`config.mk`:
```
export PLATFORM = sky130hd
export DESIGN_NAME = inst_sram_resp
export DESIGN_NICKNAME = d
export VERILOG_FILES = /design/src/rtl/inst_sram_resp_pkg.sv /design/src/rtl/inst_sram_resp_fifo.sv /design/src/rtl/inst_sram_resp.sv
export SDC_FILE = /design/constraint.sdc
export NUM_CORES = 1
export LEC_CHECK = 0
export BUFFER_PORTS_ARGS = -buffer_cell sky130_fd_sc_hd__buf_2
export CORE_MARGIN = 10
export CORE_UTILIZATION = 47
export CTS_CLUSTER_DIAMETER = 200
export CTS_CLUSTER_SIZE = 16
export DETAILED_ROUTE_END_ITERATION = 8
export PLACE_DENSITY = 0.86
export SLEW_MARGIN = 20
export SYNTH_ARGS = -nofsm -noshare
export SYNTH_HDL_FRONTEND = slang
export SYNTH_SLANG_ARGS = --single-unit
export TNS_END_PERCENT = 10
```
`constraint.sdc`:
```
create_clock -name clk -period 2.4 [get_ports clk]
set_input_delay 0.12 -clock clk [delete_from_list [all_inputs] [get_ports clk]]
set_output_delay 0.12 -clock clk [all_outputs]
set_load 0.1 [all_outputs]
```
`src/rtl/inst_sram_resp_pkg.sv`:
```
// -----------------------------------------------------------------------------
// inst_sram_resp_pkg
// Shared definitions for the SRAM-like bus responder:
//   - bus access-size encodings (SIZE_BYTE / SIZE_HALF / SIZE_WORD)
//   - width of the outstanding-transaction counter (covers MAX_OUT up to 4)
//   - tap mask and feedback helper for the 16-bit Fibonacci delay LFSR
//     (taps 16, 14, 13, 11 -> state bits 15, 13, 12, 10)
// -----------------------------------------------------------------------------
package inst_sram_resp_pkg;

    localparam logic [1:0]  SIZE_BYTE = 2'd0;
    localparam logic [1:0]  SIZE_HALF = 2'd1;
    localparam logic [1:0]  SIZE_WORD = 2'd2;

    // Outstanding counter holds 0..MAX_OUT with MAX_OUT in 1..4.
    localparam int unsigned CNT_W     = 3;

    // Bits 15, 13, 12 and 10 of the state feed the XOR.
    localparam logic [15:0] LFSR_TAPS = 16'hB400;

    // Feedback bit shifted into lfsr[0] on every advance.
    function automatic logic lfsr_feedback(input logic [15:0] state);
        return ^(state & LFSR_TAPS);
    endfunction

endpackage

```
`src/rtl/inst_sram_resp_fifo.sv`:
```
// -----------------------------------------------------------------------------
// resp_fifo
// Small synchronous FIFO holding responses that could not be delivered in the
// cycle the RAM produced them. Push and pop may happen in the same cycle.
// A push into a full FIFO is ignored unless a pop frees a slot that cycle.
//
// Parameters: DEPTH (entries, >= 1), WIDTH (bits per entry)
// Ports:
//   clk, resetn  : clock, asynchronous active-low reset (FIFO becomes empty)
//   push, din    : write strobe and data
//   pop          : read strobe (ignored when empty)
//   dout         : head entry (meaningful when !empty)
//   empty, full  : occupancy flags
// -----------------------------------------------------------------------------
module resp_fifo
    import inst_sram_resp_pkg::*;
#(
    parameter int unsigned DEPTH = 2,
    parameter int unsigned WIDTH = 32
) (
    input  logic             clk,
    input  logic             resetn,
    input  logic             push,
    input  logic [WIDTH-1:0] din,
    input  logic             pop,
    output logic [WIDTH-1:0] dout,
    output logic             empty,
    output logic             full
);

    localparam int unsigned      PTR_W     = (DEPTH > 1) ? $clog2(DEPTH) : 1;
    localparam int unsigned      FILL_W    = $clog2(DEPTH + 1);
    localparam logic [PTR_W-1:0] PTR_LAST  = PTR_W'(DEPTH - 1);
    localparam logic [FILL_W-1:0] FILL_MAX = FILL_W'(DEPTH);

    logic [WIDTH-1:0]  mem_r [DEPTH];
    logic [PTR_W-1:0]  wr_ptr_r;
    logic [PTR_W-1:0]  rd_ptr_r;
    logic [FILL_W-1:0] fill_r;
    logic              push_ok_s;
    logic              pop_ok_s;

    // Pointers wrap explicitly so non-power-of-two depths work.
    function automatic logic [PTR_W-1:0] next_ptr(input logic [PTR_W-1:0] p);
        if (p == PTR_LAST) begin
            return {PTR_W{1'b0}};
        end else begin
            return p + PTR_W'(1);
        end
    endfunction

    assign empty     = (fill_r == {FILL_W{1'b0}});
    assign full      = (fill_r == FILL_MAX);
    assign pop_ok_s  = pop & ~empty;
    assign push_ok_s = push & (~full | pop_ok_s);
    assign dout      = mem_r[rd_ptr_r];

    // Storage, pointers and fill level.
    always_ff @(posedge clk or negedge resetn) begin
        if (!resetn) begin
            for (int i = 0; i < int'(DEPTH); i++) begin
                mem_r[i] <= {WIDTH{1'b0}};
            end
            wr_ptr_r <= {PTR_W{1'b0}};
            rd_ptr_r <= {PTR_W{1'b0}};
            fill_r   <= {FILL_W{1'b0}};
        end else begin
            if (push_ok_s) begin
                mem_r[wr_ptr_r] <= din;
                wr_ptr_r        <= next_ptr(wr_ptr_r);
            end
            if (pop_ok_s) begin
                rd_ptr_r <= next_ptr(rd_ptr_r);
            end
            case ({push_ok_s, pop_ok_s})
                2'b10:   fill_r <= fill_r + FILL_W'(1);
                2'b01:   fill_r <= fill_r - FILL_W'(1);
                default: fill_r <= fill_r;
            endcase
        end
    end

endmodule

```
`src/rtl/inst_sram_resp.sv`:
```
// -----------------------------------------------------------------------------
// inst_sram_resp
// Responder end of the SRAM-like fetch/data bus. Accepts req/addr_ok address
// handshakes, drives a single-port synchronous RAM (1-cycle read latency) in
// the accept cycle, and returns in-order data_ok responses. Up to MAX_OUT
// transactions may be accepted but not yet answered.
//
// Optional feature macro: RANDOM_DELAY_EN
//   When defined, a 16-bit Fibonacci LFSR randomly throttles accepts and
//   responses to stress master stall logic. When undefined both gates are
//   tied high and latency is a fixed one cycle.
//
// Parameters: MEM_AW (RAM word-address width), MAX_OUT (1..4),
//             LFSR_SEED (LFSR reset value, used with RANDOM_DELAY_EN only)
// Ports:
//   clk, resetn                        : clock, asynchronous active-low reset
//   req, wr, size, wstrb, addr, wdata  : master request
//   addr_ok                            : request accepted this cycle
//   data_ok, rdata                     : response (rdata is 0 without data_ok)
//   ram_en, ram_we, ram_addr, ram_wdata: RAM command (all 0 when idle)
//   ram_rdata                          : RAM read data, cycle after a read
// -----------------------------------------------------------------------------
module inst_sram_resp
    import inst_sram_resp_pkg::*;
#(
    parameter int unsigned MEM_AW    = 14,
    parameter int unsigned MAX_OUT   = 2,
    parameter logic [15:0] LFSR_SEED = 16'hACE1
) (
    input  logic              clk,
    input  logic              resetn,
    input  logic              req,
    input  logic              wr,
    input  logic [1:0]        size,
    input  logic [3:0]        wstrb,
    input  logic [31:0]       addr,
    input  logic [31:0]       wdata,
    output logic              addr_ok,
    output logic              data_ok,
    output logic [31:0]       rdata,
    output logic              ram_en,
    output logic [3:0]        ram_we,
    output logic [MEM_AW-1:0] ram_addr,
    output logic [31:0]       ram_wdata,
    input  logic [31:0]       ram_rdata
);

    localparam logic [CNT_W-1:0] CNT_MAX = CNT_W'(MAX_OUT);

    logic [CNT_W-1:0] cnt_r;
    logic             inflight_r;
    logic             inflight_wr_r;
    logic             acc_gate_s;
    logic             rsp_gate_s;
    logic [31:0]      payload_s;
    logic             fifo_push_s;
    logic             fifo_pop_s;
    logic [31:0]      fifo_head_s;
    logic             fifo_empty_s;
    logic             fifo_full_s;
    logic             unused_s;

`ifdef RANDOM_DELAY_EN
    logic [15:0] lfsr_r;

    // Free-running delay LFSR, advances every cycle.
    always_ff @(posedge clk or negedge resetn) begin
        if (!resetn) begin
            lfsr_r <= LFSR_SEED;
        end else begin
            lfsr_r <= {lfsr_r[14:0], lfsr_feedback(lfsr_r)};
        end
    end

    assign acc_gate_s = ~lfsr_r[0] | lfsr_r[3];
    assign rsp_gate_s = ~lfsr_r[1] | lfsr_r[5];
    assign unused_s   = ^{size, addr[31:MEM_AW+2], addr[1:0], fifo_full_s};
`else
    assign acc_gate_s = 1'b1;
    assign rsp_gate_s = 1'b1;
    assign unused_s   = ^{size, addr[31:MEM_AW+2], addr[1:0], fifo_full_s, LFSR_SEED};
`endif

    // Accept decision and RAM command; uses registered cnt only, so the
    // response path never feeds back into addr_ok within a cycle.
    always_comb begin
        addr_ok   = req & (cnt_r < CNT_MAX) & acc_gate_s;
        ram_en    = 1'b0;
        ram_we    = 4'b0000;
        ram_addr  = {MEM_AW{1'b0}};
        ram_wdata = 32'h0000_0000;
        if (addr_ok) begin
            ram_en    = 1'b1;
            ram_we    = wr ? wstrb : 4'b0000;
            ram_addr  = addr[MEM_AW+1:2];
            ram_wdata = wdata;
        end else begin
            ram_en    = 1'b0;
        end
    end

    // Outstanding-transaction counter: accept and response in one cycle cancel.
    always_ff @(posedge clk or negedge resetn) begin
        if (!resetn) begin
            cnt_r <= {CNT_W{1'b0}};
        end else begin
            case ({addr_ok, data_ok})
                2'b10:   cnt_r <= cnt_r + CNT_W'(1);
                2'b01:   cnt_r <= cnt_r - CNT_W'(1);
                default: cnt_r <= cnt_r;
            endcase
        end
    end

    // Marks the cycle in which the RAM result of the previous accept is valid.
    always_ff @(posedge clk or negedge resetn) begin
        if (!resetn) begin
            inflight_r    <= 1'b0;
            inflight_wr_r <= 1'b0;
        end else begin
            inflight_r    <= addr_ok;
            inflight_wr_r <= addr_ok & wr;
        end
    end

    // Writes still answer once, with a zero payload.
    assign payload_s = inflight_wr_r ? 32'h0000_0000 : ram_rdata;

    resp_fifo #(
        .DEPTH (MAX_OUT),
        .WIDTH (32)
    ) u_resp_fifo (
        .clk    (clk),
        .resetn (resetn),
        .push   (fifo_push_s),
        .din    (payload_s),
        .pop    (fifo_pop_s),
        .dout   (fifo_head_s),
        .empty  (fifo_empty_s),
        .full   (fifo_full_s)
    );

    // Response select: buffered head first, otherwise bypass the fresh RAM
    // result; anything not delivered this cycle is queued behind older entries.
    always_comb begin
        data_ok     = 1'b0;
        rdata       = 32'h0000_0000;
        fifo_push_s = 1'b0;
        fifo_pop_s  = 1'b0;
        if (!fifo_empty_s) begin
            data_ok     = rsp_gate_s;
            rdata       = rsp_gate_s ? fifo_head_s : 32'h0000_0000;
            fifo_pop_s  = rsp_gate_s;
            fifo_push_s = inflight_r;
        end else if (inflight_r) begin
            data_ok     = rsp_gate_s;
            rdata       = rsp_gate_s ? payload_s : 32'h0000_0000;
            fifo_push_s = ~rsp_gate_s;
        end else begin
            data_ok     = 1'b0;
        end
    end

endmodule

```
==> results.md <==
Clock network:
- The worst-case clock buffer depth is 2.
- TritonCTS built the clock tree.
- The number of sinks on the clock net is 73.
- The number of clock buffers added by TritonCTS is 9.
- The root cell of the clock tree is sky130_fd_sc_hd__clkbuf_8.
- The H-tree generated during clock tree synthesis spans 3 levels.
- For the worst-skew pair, the clock arrives at the later sink with an insertion delay of approximately 0.34 ns.
- Clock-pin slew was measured on the worst setup and hold paths at 0.08 ns.
- Post-CTS timing repair inserted 0 buffers for setup.

Floorplanning:
- The effective utilization at floorplan is 48.7%.
- 191 I/O pins were placed.
- The die boundary width is 112 um.
- The die outline area is 12700 um2.
- The overall die height is approximately 110 um.
- The area of the placeable core is 8260 um2.
- The floorplan has 33 rows.

Layout:
- Leaving out filler cells and counting taps, the final layout contains 707.
- The post-layout utilization of the core is 68.5%.
- The synthesis-to-layout area growth is 40.7%.
- After the last flow step, the layout net total stands at between 700 and 800.
- The fraction of final layout cells sized beyond drive strength 1 is 34.2%.

Global routing:
- The first-pass GRT wire length is ~21000 um.
- The via count of the first global-routing pass was 3940.
- The global router's overall resource usage is approximately 21%.
- After global routing, the most crowded layer is met2.
- The initial antenna violation count is 3.
- The largest net degree at the start of global routing is 74.
- Global routing used 37.0% of the available met2 tracks.
- For met1 alone, demand over resource in global routing was between 20 and 25%.
- The routing usage on met3 is around 8.0%.
- The total congestion overflow is 0.

Synthesis:
- Of all flip-flops after synthesis, the portion carrying an async set or reset was 100%.
- The cell area that synthesis handed to floorplanning was 4020 um2.
- After synthesis, the mean cell area works out to slightly above 9 um2.
- The Yosys step of the flow raised 0 warnings.
- In this run, synthesis inferred 0 flip-flops with an integrated enable.
- The cell taking the most area after synthesis is sky130_fd_sc_hd__dfrtp_1.
- Synthesis produced 440 cells.
- The net count of the mapped netlist is 548.
- The commonest cells after synthesis are sky130_fd_sc_hd__o21ai_0 (88), sky130_fd_sc_hd__dfrtp_1 (73), sky130_fd_sc_hd__nand2_1 (67).
- The total of flip-flops plus latches after synthesis is 73.
- The sequential share of the synthesized area is 45.4%.
- Ranked by total cell area, the synthesized netlist is headed by sky130_fd_sc_hd__dfrtp_1 (45%), sky130_fd_sc_hd__o21ai_0 (11%), sky130_fd_sc_hd__mux2i_1 (8.0%), sky130_fd_sc_hd__and2_1 (7.3%), sky130_fd_sc_hd__nand2_1 (6.3%).
- In the synthesized netlist the dominant register cell turns out to be sky130_fd_sc_hd__dfrtp_1.
- The number of library cell types mapped by synthesis is 27.
- The top cell type by area accounts for 45.4% of the synthesized area.
- sky130_fd_sc_hd__o21ai_0 is the most common cell in the netlist.

Timing:
- The number of setup violations in the final report is 0.
- The smallest clock period supported by the final layout is computed as 2.14 ns.
- After routing, the total negative slack on setup checks comes to 0 ns.
- The number of pins exceeding their max-slew limit in the final report came to 0.
- The worst slew slack as a fraction of its limit is 40.0%.
- The final critical path takes up 89.1% of the cycle.
- Between clock sinks in the finished design, the worst skew comes to 0.00502 ns.
- Setup repair after global routing left no endpoint under its margin.
- The hold violation total from the final report is 0.
- The actual slew at the worst max-slew pin is ~0.9 ns.
- Derived from the worst setup path, the maximum achievable clock frequency is 468 MHz.
- The minimum hold slack is 0.0411 ns.

Critical path:
- For this run, the slowest stage of the critical path takes 0.45 ns.
- The worst register-to-register path has a setup slack of 0.34 ns.
- The signal arrival time at the worst endpoint is 2.02 ns.
- The worst setup path is launched from a flop.
- The standard cell with the maximum stage delay on the critical path is sky130_fd_sc_hd__buf_2.
- The number of buffers and inverters on the critical path is 2.
- The number of cells on the worst reg-to-reg path is 6.
- The cell class contributing the biggest share of worst-path delay is buffers and inverters.
- The signal on the critical path passes through nor3b_4 -> buf_4 -> and3_1 -> buf_2.
- The data required time at the worst endpoint is 2.28 ns.
- The type of the worst setup path is reg -> out.
- The worst register-to-register path begins at inflight_r.
- The kind of capture point of the worst setup path is an output port.
- The largest driver fanout on the critical path is 54.
- The endpoint identified for the worst register-to-register timing path is cnt_r[2].

Route:
- The number of optimization iterations in the first detailed-route pass is 5.
- The average wire per standard cell is 18.8 um.
- The detailed-route DRC error count is 0.
- The remaining antenna violation count after routing is 0.
- The final routed wirelength across all metal layers is 13300 um.
- The per-cell via count in the routed design is ~5.4.
- The number of vias after detailed routing is 3807.
- After the first detailed-routing iteration, the DRC count stood at ~200.

Job:
- The count of maximum capacitance violations is 0.

Placement:
- Buffers placed on the I/O ports in this run total 170.
- The congestion estimate from routability-driven global placement came to 0.896.
- Once detailed placement completed, the half-perimeter wirelength came to 10000 um.
- The number of placed cells counting well taps is roughly 700.

Power:
- The total power is 5.24 mW.
- The highest ir drop seen on vdd is 0.000708 V.
- The total power density per cell area is 927 nW/um2.
- The static leakage is 2.61 nW.

Worst hold path:
- The worst hold path endpoint is inflight_wr_r.
- The worst hold path depth is 2.
- In this run the most critical hold path is launched from wr.
- In this run the worst hold path is classified as in -> reg.

Status:
- The run finished with clean final reports.
how the worst max path moves through the flow:
| stage | startpoint | end | cells after the start |
|---|---|---|---|
| after floorplan | u_resp_fifo.rd_ptr_r | rdata[12] | 4 |
| after detailed placement | inflight_r | cnt_r[2] | 6 |
| after global routing | cnt_r[2] | ram_we[2] | 4 |
| after global placement | inflight_r | cnt_r[2] | 6 |
| after CTS | u_resp_fifo.rd_ptr_r | rdata[23] | 3 |
| final | cnt_r[2] | ram_we[1] | 4 |
registers in the layout (all words and copies together), names as in the netlist:
| register | flops |
|---|---|
| cnt_r | 3 |
| inflight_r | 1 |
| inflight_wr_r | 1 |
| u_resp_fifo.fill_r | 2 |
| u_resp_fifo.mem_r | 64 |
| u_resp_fifo.rd_ptr_r | 1 |
| u_resp_fifo.wr_ptr_r | 1 |
final cells by class:
cell class              count  area [um2]
flip-flops and latches     73        1830
inverters                   1        3.75
multi-input cells         327        2010
fillers                   630        2600
clock inverters             5         103
clock buffers              11         141
diodes                      2        5.00
well taps                 105         131
repair buffers            183        1430
where the power goes:
part / switching (mW) / total, mW / internal [mW] / leakage, nW
Clock: 0.441 / 1.16 / 0.718 / 0.120
Sequential: 0.0489 / 1.31 / 1.27 / 0.674
Combinational: 2.10 / 2.77 / 0.671 / 1.81
worst register-to-register path: stages, from the launching register on:
cell	delay [ns]
sky130_fd_sc_hd__dfrtp_1	0.48
sky130_fd_sc_hd__or3_1	0.44
sky130_fd_sc_hd__ha_1	0.24
sky130_fd_sc_hd__fa_1	0.38
sky130_fd_sc_hd__xnor2_1	0.14
sky130_fd_sc_hd__nor2_1	0.11
sky130_fd_sc_hd__xor2_1	0.18
kinds of logic after synthesis:
| group | after synthesis | share of synthesized area [%] |
|---|---|---|
| xor+xnor | 5 | 1.09 |
| simple gates | 157 | 20.7 |
| compound gates | 130 | 18.5 |
| mux | 33 | 8.25 |
| fa+ha+maj | 2 | 0.809 |
| buf+inv | 40 | 5.29 |
| flops | 73 | 45.4 |
metal layers:
metal / routed length, um / vias up
li1: - / 1813
met1: 4730 / 1818
met2: 7050 / 157
met3: 1220 / 19
met4: 296 / 0
met5: 0 / -
metrics by stage:
| stage | setup WS (ns) | area, um2 |
|---|---|---|
| finish | 0.263 | 5660 |
| global route | 0.114 | 5660 |
| CTS | 0.0151 | 5650 |
| detailed placement | 0.343 | 5390 |
| global placement | 0.406 | 5390 |
| floorplan | -0.655 | 4020 |
cells in the final DEF, fill, tap and decap left out, drive strengths merged, types with 11 or more instances in the layout:
| cell | count |
|---|---|
| o21ai | 97 |
| clkbuf | 11 |
| dfrtp | 73 |
| mux2i | 32 |
| and2 | 47 |
| nand2 | 67 |
| nand2b | 32 |
| o31ai | 32 |
| buf | 182 |
what timing repair did:
action                                 CTS  global route
endpoints found under the hold margin   73             0
hold buffers                             1             0
resized for setup                        0             1
setup endpoints to repair                0            10
(Power assumes the default switching activity.)
